### config.mk
export PLATFORM = sky130hd
export DESIGN_NAME = mod_counter_ctrl
export DESIGN_NICKNAME = d
export VERILOG_FILES = /design/src/rtl/mod_counter_pkg.sv /design/src/rtl/mod_counter_ctrl_dff.sv /design/src/rtl/mod_counter_ctrl.sv
export SDC_FILE = /design/constraint.sdc
export NUM_CORES = 1
export LEC_CHECK = 0
export CAP_MARGIN = 20
export CELL_PAD_IN_SITES_DETAIL_PLACEMENT = 0
export CELL_PAD_IN_SITES_GLOBAL_PLACEMENT = 1
export CORE_MARGIN = 3
export CORE_UTILIZATION = 30
export CTS_CLUSTER_SIZE = 10
export DETAILED_ROUTE_END_ITERATION = 16
export PLACE_DENSITY_LB_ADDON = 0.12
export REMOVE_ABC_BUFFERS = 1
export SYNTH_ARGS = -nofsm -noshare
export SYNTH_HDL_FRONTEND = slang
export SYNTH_SLANG_ARGS = --single-unit
### constraint.sdc
create_clock -name clk -period 6.4 [get_ports clk]
set_input_delay 1.6 -clock clk [delete_from_list [all_inputs] [get_ports clk]]
set_output_delay 1.6 -clock clk [all_outputs]
set_load 0.05 [all_outputs]
### src/rtl/mod_counter_pkg.sv
// mod_counter_pkg: FSM encoding, per-edge action priority and mode constants for mod_counter_ctrl.
package mod_counter_pkg;
   localparam logic [1:0] ST_IDLE = 2'd0;
   localparam logic [1:0] ST_RUN  = 2'd1;
   localparam logic [1:0] ST_DONE = 2'd2;
   typedef enum logic [1:0] {IDLE = ST_IDLE, RUN = ST_RUN, DONE = ST_DONE} state_t;
   typedef enum logic [1:0] {ACT_HOLD, ACT_STEP, ACT_LOAD, ACT_START} act_t;
   localparam logic DIR_UP       = 1'b1;
   localparam logic MODE_ONESHOT = 1'b1;
endpackage

### src/rtl/mod_counter_ctrl_dff.sv
// dff: single bit cell with asynchronous active-low clear.
module dff (
   input  logic clk,
   input  logic rst_n,
   input  logic d,
   output logic q
);
   always_ff @(posedge clk or negedge rst_n)
      if (!rst_n) q <= 1'b0;
      else q <= d;
endmodule

### src/rtl/mod_counter_ctrl.sv
// mod_counter_ctrl: modulo-N up/down counter with one-shot/auto-reload run control.
// Define MOD_COUNTER_GRAY_OUT_EN to add a registered gray_count output.
module mod_counter_ctrl
   import mod_counter_pkg::*;
#(
   parameter int WIDTH = 8
) (
   input  logic             clk,
   input  logic             rst_n,
   input  logic             start,
   input  logic             en,
   input  logic             up,
   input  logic             oneshot,
   input  logic             load,
   input  logic [WIDTH-1:0] load_val,
   input  logic [WIDTH-1:0] modulus,
`ifdef MOD_COUNTER_GRAY_OUT_EN
   output logic [WIDTH-1:0] gray_count,
`endif
   output logic [WIDTH-1:0] count,
   output logic             tc,
   output logic             busy,
   output logic             done
);
   state_t           state, state_d;
   act_t             act;
   logic [WIDTH-1:0] count_d, wrap, nxt, clamp;
   logic             term, tc_d;
   always_comb begin
      act     = start ? ACT_START : load ? ACT_LOAD : (state == RUN && en) ? ACT_STEP : ACT_HOLD;
      term    = (up == DIR_UP) ? (count >= modulus) : (count == '0);
      wrap    = (up == DIR_UP) ? '0 : modulus;
      nxt     = (up == DIR_UP) ? count + WIDTH'(1) : count - WIDTH'(1);
      clamp   = (load_val > modulus) ? modulus : load_val;
      count_d = act == ACT_START ? wrap :
                act == ACT_LOAD  ? clamp :
                act == ACT_STEP  ? (term ? (oneshot == MODE_ONESHOT ? count : wrap) : nxt) : count;
      // a oneshot terminal step parks the run; everything else keeps the state unless restarted
      state_d = act == ACT_START ? RUN :
                (act == ACT_STEP && term && oneshot == MODE_ONESHOT) ? DONE : state;
      tc_d    = act == ACT_STEP && term;
   end
   for (genvar i = 0; i < WIDTH; i++) begin : g_bit
      dff u_dff (.clk(clk), .rst_n(rst_n), .d(count_d[i]), .q(count[i]));
   end
   always_ff @(posedge clk or negedge rst_n)
      if (!rst_n) begin
         state <= IDLE;
         tc    <= 1'b0;
         busy  <= 1'b0;
         done  <= 1'b0;
      end else begin
         state <= state_d;
         tc    <= tc_d;
         busy  <= state_d == RUN;
         done  <= state_d == DONE;
      end
`ifdef MOD_COUNTER_GRAY_OUT_EN
   always_ff @(posedge clk or negedge rst_n)
      if (!rst_n) gray_count <= '0;
      else gray_count <= count ^ (count >> 1);
`endif
endmodule
==> results of run 1 <==
## worst max-delay path by stage
stage                from                           end  slack, ns  depth (start not counted)
6_report               up  g_bit[7].u_dff.q$_DFFE_PN0P_       2.28                          9
4_1_cts                up  g_bit[7].u_dff.q$_DFFE_PN0P_       2.24                          9
5_1_grt                up  g_bit[7].u_dff.q$_DFFE_PN0P_       2.02                          9
3_3_place_gp           up  g_bit[7].u_dff.q$_DFFE_PN0P_       2.04                          9
3_5_place_dp           up  g_bit[7].u_dff.q$_DFFE_PN0P_       1.98                          9
2_1_floorplan  modulus[6]  g_bit[1].u_dff.q$_DFFE_PN0P_       2.90                          8
## synthesized netlist by cell type (2+ instances only)
library cell,instances
a211oi_1,3
a211oi_4,2
a21o_1,2
a21o_2,2
a21oi_1,12
a221oi_1,2
a222oi_1,2
a22oi_1,5
a31oi_1,3
and2_1,3
and4_1,2
buf_2,2
buf_4,8
dfrtp_1,13
ha_1,22
inv_1,13
nand2_1,9
nand3_1,2
nor2_1,16
nor2b_1,3
nor3_1,3
nor4_4,2
o211a_1,2
o211ai_1,2
o21ai_0,4
o311ai_0,3
o32a_1,2
xnor2_1,4
xor2_1,3
## layout by cell type (no fill, tap or decap), drive strengths merged, types with 4 or more instances in the layout
master	netlist	final
inv	13	13
xnor2	4	4
nor2	16	16
a21o	4	4
a21oi	14	14
clkdlybuf4s50	0	33
ha	22	22
a211oi	6	6
clkbuf	1	4
o21ai	5	5
a22oi	5	5
dfrtp	13	13
a31oi	4	4
nand2	10	10
## kinds of logic after synthesis
| family | Yosys count |
|---|---|
| AOI/OAI and AO/OA | 56 |
| DFF | 13 |
| and+or+nand+nor | 46 |
| xor gates and xnor gates | 7 |
| adders and majority gates | 23 |
| buffers and inverters | 24 |
| muxes | 1 |
## where the power goes
| group | total, mW | internal, mW | switching (mW) |
|---|---|---|---|
| Sequential | 0.119 | 0.0934 | 0.0259 |
| Clock | 0.0722 | 0.0439 | 0.0283 |
| Combinational | 0.251 | 0.108 | 0.143 |
## through the flow
| step | total power, mW | cells | utilization |
|---|---|---|---|
| 5_1_grt | 0.478 | 263 | 0.396 |
| 4_1_cts | 0.447 | 263 | 0.396 |
| 3_3_place_gp | 0.369 | 259 | 0.387 |
| 2_1_floorplan | 0.290 | 159 | - |
| 3_5_place_dp | 0.373 | 259 | 0.387 |
| 6_report | 0.442 | 263 | 0.396 |
## metal layers
metal | routed length, um | global-route usage
met5 | 0 | 0
met4 | 42 | 0.0480
met3 | 149 | 0.0267
met2 | 2020 | 0.237
met1 | 1950 | 0.204
## flip-flops by register name (all words and copies together), names as in the netlist
register       cells
state              2
g_bit.u_dff.q      8
done               1
busy               1
tc                 1
## final cells by class
type                            count  area [um^2]
Tap cell                           67         83.8
Inverter                           13         48.8
Sequential cell                    13          325
Timing Repair Buffer               33          330
Multi-Input combinational cell    133         1090
Fill cell                         505         2930
Clock buffer                        4         45.0
## worst reg2reg max path, delay by kind of cell, from the launching register on
kind	cells	cell delay, ns
AOI/OAI and AO/OA	5	1.23
adders and majority gates	1	0.28
buffers and inverters	1	0.11
DFF	1	0.55
and+or+nand+nor	1	0.21
==> summary.md, run 1 <==
| Metric | Value |
|---|---|
| Status | `complete, no violations` |
| CTS buffer count | `3` |
| Diodes inserted | `0` |
| H-tree depth | `1` |
| WL per Instance | `15.8 um` |
| Worst Skew | `around 0.0034 ns` |
| Area leader, netlist | `dfrtp_1` |
| Hold Path Depth | `1` |
| Mean Syn Cell Area | `approximately 9.0 um^2` |
| CTS root buf | `clkbuf_8` |
| Vias per cell | `5.25` |
| Max-Slew Margin vs Limit | `0.593` |
| IO Pins | `34` |
| Setup CP Type | `in -> reg` |
| Largest family of logic cells by synthesized area | `compound AO/OA/AOI/OAI gates` |
| WP data required | `~6.5 ns` |
| Worst-margin pin slew | `0.608 ns` |
| Post-layout min period | `4.12 ns` |
| Critical R2R Capture | `g_bit[1].u_dff.q$_DFFE_PN0P_` |
| Crit path max fanout | `9` |
| Core footprint | `4850 um^2` |
| Setup repair bufs after CTS | `0` |
| Post-synthesis compound-gate area fraction | `0.299` |
| # rows | `25` |
| Post-synthesis async set-or-reset flop share | `1.00` |
| Top FF cell, synth | `dfrtp_1` |
| Leakage power | `approximately 0.8 nW` |
| Slowest cell delay on critical path | `around 0.64 ns` |
| Reg-to-reg setup timing slack | `3.89 ns` |
| Initial Util | `0.317` |
| Worst Reg-to-Reg Cells | `8` |
| Final worst-path setup slack | `2.28 ns` |
| Crit path buffers/inverters | `2` |
| Largest net degree at the start of global routing | `14` |
| Worst hold path class | `reg -> reg` |
| Final hold vios | `0` |
| Hold EP | `state[0]$_DFF_PN0_` |
| First-pass GRT wire length | `7180 um` |
| Peak supply drop | `about 80 uV` |
| Worst-path clk slew | `approximately 0.050 ns` |
| CP endpoint kind | `register` |
| CTS tree | `yes` |
| FF+latch count, synth | `13` |
| Layout cells sized above 1 | `0.0816` |
| Placed Instance Area | `1880 um^2` |
| Slew Viols, Final | `0` |
| HPWL after DPL | `between 3000 and 4000 um` |
| Synth Area in Adders | `0.192` |
| Area Overhead vs Synth | `25.1%` |
| Total iterations of the first detailed-routing run | `6` |
| GP Congestion | `0.781` |
| Synthesized area | `between 1500 and 2000 um^2` |
| CTS resizes | `0` |
| Number of synthesized flops with an enable pin | `0` |
| Setup TNS | `0 ns` |
| Pre-CTS WS | `slightly below 2 ns` |
| Clock sinks | `13` |
| Launch point of the worst reg-to-reg path | `g_bit[0].u_dff.q$_DFFE_PN0P_` |
| GRT Total Usage | `0.149` |
| Die area | `6020 um^2` |
| Synth warn | `0` |
| Synth Instances | `170` |
| Top cells by area in the synthesized netlist | `dfrtp_1 (21%), ha_1 (18%), a21oi_1 (3.9%)` |
| Total congestion overflow | `0` |
| Post-Synth XOR/XNOR Area | `0.0399` |
| Initial antenna violation count | `0` |
| Die X | `77.6 um` |
| Hold-fix buffers, CTS | `0` |
| Power Dens Cells | `approximately 230 nW/um^2` |
| CP cell instances | `clkdlybuf4s50_1 > inv_1 > ha_1 > a211oi_2 > o21ai_1 > a221oi_1 > xnor2_1 > a222oi_1 > a21oi_1` |
| Critical Path AT | `~4.2 ns` |
| 1st-iter DRT viols | `98` |
| CP startpoint kind | `input pin` |
| Antenna-violating nets left | `0` |
| # port buffers | `33` |
| Multiplexer share of the synthesized area | `0.00977` |
| Vias in the first global route | `between 1,000 and 1,500` |
| Final hold slack | `slightly below 0.5 ns` |
| CP delay by family, top | `compound AO/OA/AOI/OAI gates` |
| Via total after detailed routing | `roughly 1,400` |
| Fin crit share | `0.644` |
| Post-synthesis simple-gate area fraction | `0.168` |
| DRC viols | `0` |
| Hold Path Origin | `state[0]$_DFF_PN0_` |
| Post-synth top area share | `0.212` |
| Die H | `about 78 um` |
| Max Buffers Root-to-Sink | `2` |
| Critical path's slowest cell | `clkdlybuf4s50_1` |
| Clock Latency Late Sink | `0.24 ns` |
| Final setup fails | `0` |
| Fin area | `approximately 1900 um^2` |
| Sequential area share after synthesis | `0.212` |
| Total Nets Final | `between 200 and 250` |
| Routed WL | `just over 4000 um` |
| Max Cap Viol | `0` |
| RSZ-0062 raised after global routing | `no` |
| Synth unique cells | `between 40 and 50` |
| FMAX | `0.243 GHz` |
(Power assumes the default switching activity.)
==> run 2, diff against run 1 <==
- clock period: 6.4 -> 3.41 ns (I/O delays scaled with it)
==> summary.md, run 2 (same netlist as run 1, synthesis figures left out) <==
| Metric | Value |
|---|---|
| Initial Util | `0.317 (unchanged)` |
| Worst Skew | `0.00270 ns (was 0.00337 ns)` |
| 1st-iter DRT viols | `57 (was 98)` |
| Total iterations of the first detailed-routing run | `4 (was 6)` |
| Layout cells sized above 1 | `0.105 (was 0.0816)` |
| First-pass GRT wire length | `7380 um (was 7180 um)` |
| Final hold vios | `0 (unchanged)` |
| Slew Viols, Final | `0 (unchanged)` |
| Total congestion overflow | `0 (unchanged)` |
| Multi-input logic area | `1090 um^2 (about the same)` |
| Critical path's slowest cell | `fa_1 (was clkdlybuf4s50_1)` |
| Most flop-heavy register | `g_bit.u_dff.q (unchanged)` |
| Antenna-violating nets left | `0 (unchanged)` |
| CP endpoint kind | `register (unchanged)` |
| RSZ-0062 raised after global routing | `no (unchanged)` |
| Max reg flops | `8 (unchanged)` |
| CTS root buf | `clkbuf_8 (unchanged)` |
| DRC viols | `0 (unchanged)` |
| Combinational fraction of design power | `0.567 (about the same)` |
| Initial antenna violation count | `0 (unchanged)` |
| Most frequent cells in the layout | `clkdlybuf4s50_1 (33), ha_1 (22), nor2_1 (16) (unchanged)` |
| Core footprint | `4850 um^2 (unchanged)` |
| Worst hold path class | `reg -> reg (unchanged)` |
| Biggest regs | `g_bit.u_dff.q (8), state (2) (unchanged)` |
| Setup CP Type | `in -> reg (unchanged)` |
| Final setup fails | `0 (unchanged)` |
| Leakage power | `0.838 nW (was 0.818 nW)` |
| Non-Filler Instances | `267 (was 263)` |
| Status | `complete, no violations (unchanged)` |
| Vias in the first global route | `1,482 (was 1,464)` |
| Register area | `325 um^2 (unchanged)` |
| Clock sinks | `13 (unchanged)` |
| CP cell instances | `clkdlybuf4s50_1 > inv_1 > fa_1 > a211oi_2 > o21bai_1 > a21oi_1 > xnor2_1 > a222oi_1 > a21oi_1 (was clkdlybuf4s50_1 > inv_1 > ha_1 > a211oi_2 > o21ai_1 > a221oi_1 > xnor2_1 > a222oi_1 > a21oi_1)` |
| Crit path top cell by count | `a21oi_1` |
| Total Nets Final | `247 (was 243)` |
| Die H | `77.6 um (unchanged)` |
| Reg-to-reg setup timing slack | `0.95 ns (was 3.89 ns)` |
| HPWL after DPL | `3490 um (was 3560 um)` |
| WP data required | `3.53 ns (was 6.51 ns)` |
| Pint | `0.468 mW (was 0.245 mW)` |
| Crit path buffers/inverters | `2 (unchanged)` |
| Hold-fix buffers, CTS | `0 (unchanged)` |
| Max-Slew Margin vs Limit | `0.576 (was 0.593)` |
| Post-layout min period | `~3.2 ns` |
| CTS tree | `yes (unchanged)` |
| Clock Latency Late Sink | `0.25 ns (was 0.24 ns)` |
| Fin crit share | `0.930` |
| Slowest cell delay on critical path | `0.53 ns (was 0.64 ns)` |
| Number of fill cells | `506 (was 505)` |
| # port buffers | `33 (unchanged)` |
| Critical Path AT | `3.29 ns (was 4.23 ns)` |
| CP delay by family, top | `compound AO/OA/AOI/OAI gates (unchanged)` |
| WL per Instance | `15.7 um (was 15.8 um)` |
| Psw | `0.378 mW (was 0.197 mW)` |
| Largest net degree at the start of global routing | `14 (unchanged)` |
| Diodes inserted | `0 (unchanged)` |
| Vias per cell | `5.16 (was 5.25)` |
| H-tree depth | `1 (unchanged)` |
| Worst-margin pin slew | `0.634 ns (was 0.608 ns)` |
| Via total after detailed routing | `1,379 (was 1,381)` |
| GRT Total Usage | `0.152 (was 0.149)` |
| Setup TNS | `0 ns (unchanged)` |
| Routed WL | `4200 um (was 4160 um)` |
| Power Dens Cells | `432 nW/um^2 (was 230 nW/um^2)` |
| Worst-path clk slew | `0.06 ns (was 0.05 ns)` |
| Die area | `6020 um^2 (unchanged)` |
| CP startpoint kind | `input pin (unchanged)` |
| Switching share of power | `0.447 (was 0.446)` |
| Clk pwr share | `0.170 (was 0.163)` |
| FMAX | `0.315 GHz` |
| Max Buffers Root-to-Sink | `2 (unchanged)` |
| Max Cap Viol | `0 (unchanged)` |
| Peak supply drop | `174 uV (was 79.9 uV)` |
| Area Overhead vs Synth | `27.4% (was 25.1%)` |
| Placed insts | `263 (was 259)` |
| Crit path max fanout | `9 (unchanged)` |
| IO Pins | `34 (unchanged)` |
| GP Congestion | `0.798 (was 0.781)` |
| Commonest non-fill, non-tap cell in the layout | `clkdlybuf4s50_1 (unchanged)` |
| Die X | `77.6 um (unchanged)` |
| Sequential power share | `0.263 (was 0.270)` |
| # rows | `25 (unchanged)` |
| CTS buffer count | `3 (unchanged)` |
==> run 2: cell count changes in the layout (fill, tap and decap cells not counted) <==
cell and delta:
buf_4 +4, a211oi_2 +1, a211oi_1 -1
==> run 2: area by class of cell <==
cell class,count,share of cell area
clock buffer,4,0.0230
inverter,13,0.0249
multi-input combinational,133,0.559
sequential,13,0.166
tap,67,0.0428
timing repair buffer,37,0.184
==> run 2: path summary, 6_finish.rpt <==
kind | from | cells after the start | end
worst max-delay path | up | 9 | g_bit[6].u_dff.q$_DFFE_PN0P_
worst min-delay path | state[0]$_DFF_PN0_ | 1 | state[0]$_DFF_PN0_
worst max register to register | g_bit[0].u_dff.q$_DFFE_PN0P_ | 8 | g_bit[6].u_dff.q$_DFFE_PN0P_
worst min register to register | state[0]$_DFF_PN0_ | 1 | state[0]$_DFF_PN0_
max in group asynchronous | rst_n | 1 | g_bit[6].u_dff.q$_DFFE_PN0P_
min in group asynchronous | rst_n | 1 | g_bit[0].u_dff.q$_DFFE_PN0P_
==> run 2: power by group through the flow <==
stage	Sequential, mW	Clock, mW	Combinational [mW]
floorplan	0.286	0	0.259
global placement	0.226	0	0.476
detailed placement	0.226	0	0.478
CTS	0.223	0.147	0.480
global route	0.228	0.154	0.528
finish	0.223	0.143	0.479
==> run 2: routing by layer <==
layer	up-vias	global-route usage	share of wire	wire length (um)
li1	694	-	-	-
met1	656	0.205	0.48	2030
met2	25	0.254	0.47	1980
met3	4	0.0209	0.034	141
met4	0	0.0427	0.010	42
met5	-	0	0	0
==> run 2: worst reg2reg max path, delay by kind of cell (launching register included) <==
kind / cells / cell delay [ns]
compound gates: 4 / 1.15
fa+ha+maj: 1 / 0.30
buf+inv: 1 / 0.12
flops: 1 / 0.55
simple gates: 2 / 0.21
==> run 2: repair_timing <==
action | in CTS | in global routing
resized for setup | 0 | 1
setup buffers | 0 | 0
setup endpoints to repair | 0 | 1
endpoints found under the hold margin | 0 | 0
==> run 2: per-stage QoR <==
| stage | setup WS (ns) | hold WS (ns) | cell area (um^2) | util | total power [mW] |
|---|---|---|---|---|---|
| 2_1_floorplan | 0.656 | 0.455 | 1460 | - | 0.545 |
| 4_1_cts | 0.197 | 0.503 | 1950 | 0.403 | 0.851 |
| 5_1_grt | 0.0196 | 0.544 | 1960 | 0.404 | 0.910 |
| 6_report | 0.237 | 0.494 | 1960 | 0.404 | 0.845 |
| 3_5_place_dp | -0.0522 | 0.489 | 1910 | 0.393 | 0.704 |
| 3_3_place_gp | -0.0379 | 0.470 | 1910 | 0.393 | 0.702 |
==> run 3, diff against run 2 <==
- REMOVE_ABC_BUFFERS: 1 -> not set
==> summary.md, run 3 (same netlist as run 1, synthesis figures left out) <==
| Metric | Value |
|---|---|
| Status | `complete, no violations (unchanged)` |
| First-pass GRT wire length | `7400 um (was 7380 um)` |
| Total congestion overflow | `0 (unchanged)` |
| # rows | `25 (unchanged)` |
| Worst-margin pin slew | `0.706 ns (was 0.634 ns)` |
| Final hold vios | `0 (unchanged)` |
| Placed insts | `263 (unchanged)` |
| Diodes inserted | `0 (unchanged)` |
| CTS buffer count | `3 (unchanged)` |
| Die H | `77.6 um (unchanged)` |
| CTS resizes | `0 (unchanged)` |
| Vias per cell | `5.26 (was 5.16)` |
| Pre-CTS WS | `0.0603 ns (was -0.0522 ns)` |
| Pint | `0.466 mW (was 0.468 mW)` |
| CP startpoint kind | `input pin (unchanged)` |
| Critical Path AT | `3.22 ns (was 3.29 ns)` |
| Final worst-path setup slack | `0.316 ns (was 0.237 ns)` |
| Hold-fix buffers, CTS | `0 (unchanged)` |
| # port buffers | `33 (unchanged)` |
| Most frequent cells in the layout | `clkdlybuf4s50_1 (33), ha_1 (22), nor2_1 (16) (unchanged)` |
| Routed WL | `4360 um (was 4200 um)` |
| Syn Nets | `~220` |
| Final setup fails | `0 (unchanged)` |
| Initial antenna violation count | `0 (unchanged)` |
| Slew Viols, Final | `0 (unchanged)` |
| Fin crit share | `0.907 (was 0.930)` |
| Layout cells sized above 1 | `0.100 (was 0.105)` |
| Most flop-heavy register | `g_bit.u_dff.q (unchanged)` |
| Total iterations of the first detailed-routing run | `4 (unchanged)` |
| CTS tree | `yes (unchanged)` |
| GRT Total Usage | `0.155 (was 0.152)` |
| Placed Instance Area | `1910 um^2 (unchanged)` |
| HPWL after DPL | `3510 um (was 3490 um)` |
| Via total after detailed routing | `1,405 (was 1,379)` |
| Area Overhead vs Synth | `27.0% (was 27.4%)` |
| Leakage power | `0.837 nW (was 0.838 nW)` |
| Worst hold path class | `reg -> reg (unchanged)` |
| Worst-path clk slew | `0.06 ns (about the same)` |
| Die X | `77.6 um (unchanged)` |
| Crit path max fanout | `9 (unchanged)` |
| Crit path buffers/inverters | `2 (unchanged)` |
| Launch point of the worst reg-to-reg path | `g_bit[0].u_dff.q$_DFFE_PN0P_ (unchanged)` |
| Sequential power share | `0.265 (was 0.263)` |
| Setup repair bufs after CTS | `0 (unchanged)` |
| Crit path top cell by count | `a21oi_1 (unchanged)` |
| Critical path's slowest cell | `fa_1 (unchanged)` |
| Antenna-violating nets left | `0 (unchanged)` |
| Worst Skew | `0.00601 ns (was 0.00270 ns)` |
| CTS root buf | `clkbuf_8 (unchanged)` |
| CP cell instances | `clkdlybuf4s50_1 > inv_1 > fa_1 > a211oi_1 > o21bai_1 > a21oi_1 > xnor2_1 > a222oi_1 > a21oi_1 (was clkdlybuf4s50_1 > inv_1 > fa_1 > a211oi_2 > o21bai_1 > a21oi_1 > xnor2_1 > a222oi_1 > a21oi_1)` |
| FMAX | `0.323 GHz (was 0.315 GHz)` |
| Peak supply drop | `194 uV (was 174 uV)` |
| 1st-iter DRT viols | `67 (was 57)` |
| Clock Latency Late Sink | `0.25 ns (about the same)` |
| Slowest cell delay on critical path | `0.51 ns (was 0.53 ns)` |
| Core footprint | `4850 um^2 (unchanged)` |
| CP endpoint kind | `register (unchanged)` |
| Switching share of power | `0.447 (about the same)` |
| H-tree depth | `1 (unchanged)` |
| RSZ-0062 raised after global routing | `no (unchanged)` |
| Largest net degree at the start of global routing | `14 (unchanged)` |
| Setup CP Type | `in -> reg (unchanged)` |
| Design Power | `0.843 mW (was 0.845 mW)` |
| Clk pwr share | `0.175 (was 0.170)` |
| Max reg flops | `8 (unchanged)` |
| IO Pins | `34 (unchanged)` |
| Max Cap Viol | `0 (unchanged)` |
| Commonest non-fill, non-tap cell in the layout | `clkdlybuf4s50_1 (unchanged)` |
| Initial Util | `0.317 (unchanged)` |
| Hold Path Origin | `state[0]$_DFF_PN0_ (unchanged)` |
| Total Nets Final | `247 (unchanged)` |
| Power Dens Cells | `432 nW/um^2 (about the same)` |
| Setup TNS | `0 ns (unchanged)` |
| DRC viols | `0 (unchanged)` |
| Non-Filler Instances | `267 (unchanged)` |
| Vias in the first global route | `1,541 (was 1,482)` |
| Crit. Startpoint | `up (unchanged)` |
| Psw | `0.377 mW (was 0.378 mW)` |
| GP Congestion | `0.797 (was 0.798)` |
| Clock sinks | `13 (unchanged)` |
| CP delay by family, top | `compound AO/OA/AOI/OAI gates (unchanged)` |
| Die area | `6020 um^2 (unchanged)` |
| Max-Slew Margin vs Limit | `0.528 (was 0.576)` |
| Post-layout min period | `3.09 ns (was 3.17 ns)` |
| Combinational fraction of design power | `0.560 (was 0.567)` |
| Biggest regs | `g_bit.u_dff.q (8), state (2) (unchanged)` |
| Fin area | `1950 um^2 (was 1960 um^2)` |
| WP data required | `3.54 ns (was 3.53 ns)` |
| WL per Instance | `16.3 um (was 15.7 um)` |
| Max Buffers Root-to-Sink | `2 (unchanged)` |
run 3: cell counts in the layout (fill, tap and decap cells not counted):
Identical to the previous run, type by type.
run 3: worst paths after layout:
path	endpoint	slack [ns]	cells after the start
worst max-delay path	g_bit[6].u_dff.q$_DFFE_PN0P_	0.32	9
worst min-delay path	state[0]$_DFF_PN0_	0.49	1
worst max register to register	g_bit[6].u_dff.q$_DFFE_PN0P_	1.06	8
worst min register to register	state[0]$_DFF_PN0_	0.49	1
max in group asynchronous	tc$_DFF_PN0_	1.94	1
min in group asynchronous	g_bit[2].u_dff.q$_DFFE_PN0P_	1.02	1
run 3: layout make-up:
type / count / area (um^2)
Sequential cell: 13 / 325
Clock buffer: 4 / 45.0
Tap cell: 67 / 83.8
Multi-Input combinational cell: 133 / 1090
Fill cell: 493 / 2900
Inverter: 13 / 48.8
Timing Repair Buffer: 37 / 360
run 3: through the flow:
stage,util,hold WS [ns]
6_report,0.403,0.488
2_1_floorplan,-,0.455
3_5_place_dp,0.393,0.480
4_1_cts,0.403,0.493
3_3_place_gp,0.393,0.470
5_1_grt,0.403,0.524
run 3: power by group through the flow:
stage / combinational (mW) / sequential [mW] / clock [mW]
6_report: 0.472 / 0.223 / 0.147
5_1_grt: 0.523 / 0.230 / 0.159
4_1_cts: 0.476 / 0.225 / 0.152
3_5_place_dp: 0.472 / 0.228 / 0
3_3_place_gp: 0.472 / 0.226 / 0
2_1_floorplan: 0.361 / 0.216 / 0
run 3: layer usage:
metal  GRT usage  routed length, um  vias to the layer above
li1            -                  -                      685
met1       0.203               2080                      685
met2       0.256               2080                       29
met3      0.0220                132                        6
met4      0.0623                 71                        0
met5           0                  0                        -
